===== config.mk =====
export PLATFORM = sky130hd
export DESIGN_NAME = instr_sequencer
export DESIGN_NICKNAME = d
export VERILOG_FILES = /design/src/rtl/instr_sequencer.sv
export SDC_FILE = /design/constraint.sdc
export NUM_CORES = 1
export LEC_CHECK = 0
export CORE_MARGIN = 8
export CORE_UTILIZATION = 25
export CTS_CLUSTER_SIZE = 20
export DETAILED_ROUTE_END_ITERATION = 10
export GPL_ROUTABILITY_DRIVEN = 0
export HOLD_SLACK_MARGIN = 0.02
export PLACE_DENSITY = 0.4
export SLEW_MARGIN = 0
export SYNTH_ARGS = -nofsm -noshare
export SYNTH_HDL_FRONTEND = slang
export SYNTH_SLANG_ARGS = --single-unit
export TNS_END_PERCENT = 5

===== constraint.sdc =====
create_clock -name clk -period 7.7 [get_ports clk]
set_input_delay 2.31 -clock clk [delete_from_list [all_inputs] [get_ports clk]]
set_output_delay 2.31 -clock clk [all_outputs]
set_load 0.02 [all_outputs]

===== src/rtl/instr_sequencer.sv =====
// -----------------------------------------------------------------------------
// instr_sequencer
//
// Program sequencer that sits in front of the instruction decoder. It holds a
// small loadable instruction store and a program counter. It fetches one
// 18-bit word at a time and presents it to the decoder over an
// id / id_valid / ready handshake. It follows unconditional jumps and stops
// when it issues the halt opcode.
//
// Ports:
//   clk        system clock
//   rst        synchronous active-high reset (store contents are kept)
//   load_en    write load_data into the store at load_addr (IDLE/HALTED only)
//   load_addr  store write address
//   load_data  instruction word to store
//   start      single-cycle pulse; begin execution at address 0
//   ready      decoder accepts the presented word this cycle
//   id         instruction word presented to the decoder
//   id_valid   id holds a valid instruction
//   pc         address of the word in id, or of the word being fetched
//   busy       high while fetching or issuing
//   halted     high after a halt instruction has been accepted
//   load_err   one-cycle pulse after a load attempted while busy
// -----------------------------------------------------------------------------
module instr_sequencer #(
    parameter int           DEPTH   = 16,
    parameter int           AW      = 4,
    parameter logic [4:0]   HALT_OP = 5'b10001,
    parameter logic [4:0]   JMP_OP  = 5'b10101
) (
    input  logic            clk,
    input  logic            rst,
    input  logic            load_en,
    input  logic [AW-1:0]   load_addr,
    input  logic [17:0]     load_data,
    input  logic            start,
    input  logic            ready,
    output logic [17:0]     id,
    output logic            id_valid,
    output logic [AW-1:0]   pc,
    output logic            busy,
    output logic            halted,
    output logic            load_err
);

    typedef enum logic [1:0] {
        IDLE,
        FETCH,
        ISSUE,
        HALTED
    } state_t;

    state_t         state;
    state_t         state_next;
    logic [17:0]    mem [DEPTH];
    logic [17:0]    id_next;
    logic           id_valid_next;
    logic [AW-1:0]  pc_next;
    logic           load_err_next;
    logic           can_load;
    logic           accept;

    // Loads are only safe while no program is running.
    assign can_load = (state == IDLE) || (state == HALTED);
    assign accept   = id_valid && ready;
    assign busy     = (state == FETCH) || (state == ISSUE);
    assign halted   = (state == HALTED);

    // Instruction store. It is deliberately not reset so a program survives a
    // reset. A write that lands in the same cycle as start is committed at
    // that edge, so the following FETCH already reads the new word.
    always_ff @(posedge clk) begin
        if (load_en && can_load) begin
            mem[load_addr] <= load_data;
        end
    end

    // Next-state and datapath decisions for the fetch/issue loop.
    always_comb begin
        state_next    = state;
        id_next       = id;
        id_valid_next = id_valid;
        pc_next       = pc;
        load_err_next = load_en && !can_load;

        case (state)
            IDLE, HALTED: begin
                if (start) begin
                    pc_next    = '0;
                    state_next = FETCH;
                end
            end
            FETCH: begin
                id_next       = mem[pc];
                id_valid_next = 1'b1;
                state_next    = ISSUE;
            end
            ISSUE: begin
                // id keeps its last value after acceptance; only id_valid
                // drops. pc wraps naturally because DEPTH is 2**AW.
                if (accept) begin
                    id_valid_next = 1'b0;
                    if (id[17:13] == HALT_OP) begin
                        state_next = HALTED;
                    end else if (id[17:13] == JMP_OP) begin
                        pc_next    = id[AW-1:0];
                        state_next = FETCH;
                    end else begin
                        pc_next    = pc + AW'(1);
                        state_next = FETCH;
                    end
                end
            end
            default: begin
                state_next = IDLE;
            end
        endcase
    end

    // State and output registers. Reset takes priority over start.
    always_ff @(posedge clk) begin
        if (rst) begin
            state    <= IDLE;
            id       <= '0;
            id_valid <= 1'b0;
            pc       <= '0;
            load_err <= 1'b0;
        end else begin
            state    <= state_next;
            id       <= id_next;
            id_valid <= id_valid_next;
            pc       <= pc_next;
            load_err <= load_err_next;
        end
    end

endmodule


==> results.md <==
* Fmax at 0.2267 GHz
* Most frequent cells in the layout: 288 x edfxtp_1, 130 x mux2i_1, 52 x clkdlybuf4s50_1
* Final nets at 834
* Worst-margin pin slew at 1067 ps
* Worst Setup EP: pc[1]
* Hold slack at 469.2 ps
* Synth async-reset ratio at 0%
* Mapped Area at 12170 um2
* Ys flop type: edfxtp_1
* CTS Buf Count at 35
* Worst Setup SP: pc[1]
* Synth warn at 0
* WP data arrival at 2100 ps
* Layout area overhead at 20.79%
* Slew margin rel. at 28.83%
* Hpwl dp at 17210 um
* Total Wirelength at 32300 um
* Clock Latency Late Sink at 520 ps
* N_diodes at 0
* Critical path capture point type: output port
* WL per Instance at 22.26 um
* Sw frac at 21.97%
* # clock sinks at 314
* H-tree Lvls at 2
* Post-synthesis sequential area ratio at 75.32%
* Synth top area share at 71.05%
* Post-route ant nets at 0
* Reg-to-reg slack, setup at 4260 ps
* CP max-delay cell: dfxtp_1
* WP buf/inv at 1
* Clk pwr share at 43.5%
* Worst IR Drop VDD at 0.1202 mV
* I/O pin cnt at 53
* Status: finished clean
* Worst reg2reg path startpoint: pc[2]
* Hold_buf cts at 0
* Worst Setup Path Type: flop to output port
* Power Density at 258.1 nW/um2
* Rows at 81
* Core area at 48550 um2
* Die area at 56010 um2
* 1st-pass router iterations at 5
* Setup Buffers After CTS at 0
* Leak at 4.458 nW
* TritonCTS clock tree: yes
* Initial Utilization at 25.08%
* Yosys cell types at 37
* RSZ-0062 raised after global routing: false
* Finished Core Util at 30.29%
* Most common cell after layout, fill and taps aside: edfxtp_1
* Root Driver: clkbuf_16
* P_sw at 833.6 uW
* HP Class: flop to flop
* Initial antenna violation count at 1
* MaxCap Viol Count at 0
* EDFF count, synth at 288
* Synth Instances at 726
* Congestion Overflow GR at 0
* First-pass GRT wire length at 46680 um
* Synth Register Bits at 314
* Crit. path cell count at 1
* Synth area leader: edfxtp_1
* Die height at 236.7 um
* Delay-heaviest family, CP: flip-flops
* Final Hold Viols at 0
* Reg-to-Reg End: id[11]
* Sequential cell fraction of total power at 50.8%
* Period utilization at 57.30%
* Worst r2r path cells at 6
* Clock skew after layout at 21.19 ps
* Critical Path Fanout Max at 14
* Final count of negative-setup-slack endpoints at 0
* Post-cts sizing count at 0
* Vias in the first global route at 6559
* GRT Total Usage at 11.27%
* Combinational group share of total power at 5.7%
* Clk slew on worst S/H paths at 60 ps
* Synthesized Nets at 758
* Top cells by area, synth: edfxtp_1 71%, mux2i_1 11%, dfxtp_1 4.3%, a22oi_1 3.1%, nand3_1 2.0%
* Share of layout cells above drive strength 1 at 13.63%
* Clock Tree Buf Depth at 3
* Required @ worst endpoint at 5390 ps
* Type of origin of the critical path: flop
* Crit-path cells: clkdlybuf4s50_1
* Avg Inst Size Synth at 16.77 um2
* Setup_tns at 0 ps
* I/O Buffers at 52
* Tmin final at 4412 ps
* CP max stage delay at 830 ps
* Final Total Pwr at 3.795 mW
* Pint at 2.961 mW
* Via Count at 6551
* DRC at 0
* DRT iter0 DRCs at 496
* Via density at 4.515
* Final slew viol count at 0
* Pin count of the biggest net entering global routing at 58
* DIE WIDTH at 236.7 um
-- stage by stage --
step                      cell area [um2]  std cells  setup slack [ps]
after floorplan                     12170        726              3270
after global placement              13570       1387              3026
after detailed placement            13570       1387              3015
after CTS                           14700       1451              3246
after global routing                14700       1451              3186
final                               14700       1451              3288
-- how the worst min path moves through the flow --
| stage | startpoint | endpoint | slack, ps | cells past startpoint |
|---|---|---|---|---|
| 2_1_floorplan | state[1] | state[1] | 480 | 2 |
| 6_report | id[12] | id[12] | 470 | 2 |
| 3_3_place_gp | id[12] | id[12] | 450 | 2 |
| 3_5_place_dp | id[12] | id[12] | 450 | 2 |
| 5_1_grt | id[12] | id[12] | 500 | 2 |
| 4_1_cts | id[12] | id[12] | 470 | 2 |
-- synthesized netlist by cell type (all sizes together), types with 4 or more instances --
master,n
mux4,8
edfxtp,288
ha,5
inv,4
o21ai,7
dfxtp,26
nand2,40
nor2,21
clkbuf,19
buf,20
a21oi,22
a22oi,50
nor3,4
nand3,49
nor2b,5
mux2i,130
-- worst register-to-register path, cell delays in order (launching register included) --
cell and delay (ps):
dfxtp_4 720, buf_4 850, buf_4 1070, mux2i_1 360, a22oi_1 120, nand3_1 130, nand3_1 80
-- logic make-up (layout without fill, tap and decap cells) --
kind of cell / count (synthesis) / count (layout) / share of synthesized area (%)
xor+xnor: 2 / 2 / 0.1439
mux: 140 / 140 / 12.35
buf+inv: 43 / 146 / 1.573
flops: 314 / 314 / 75.32
fa+ha+maj: 5 / 5 / 0.5139
simple gates: 133 / 133 / 5.181
compound gates: 89 / 89 / 4.913
-- state kept, by name, summed over array words and instances (netlist names) --
name and count:
load_err 1, id 18, state 2, pc 4
mem 288, id_valid 1
-- metal layers --
layer	routed length [um]	vias to the layer above	global-route usage (%)
li1	-	3005	-
met1	16080	3349	16.30
met2	14180	153	17.06
met3	1464	42	2.302
met4	562	2	2.827
met5	13	-	0
-- area by class of cell --
class                   instances  area [um2]
clock buffers                  48       964.7
clock inverters                16       165.2
fillers                      4757       33840
inverters                       4       15.01
multi-input cells             369        2893
flip-flops and latches        314        9173
well taps                     622       778.2
repair buffers                 78       715.7
-- power by group through the flow --
stage,Sequential (mW),Clock [mW],Combinational [mW]
floorplan,1.97,0,0.0798
global placement,1.96,0,0.221
detailed placement,1.96,0,0.222
CTS,1.93,1.70,0.223
global route,1.93,1.76,0.238
finish,1.93,1.65,0.217
No activity file was read; power rests on OpenSTA's default activity.
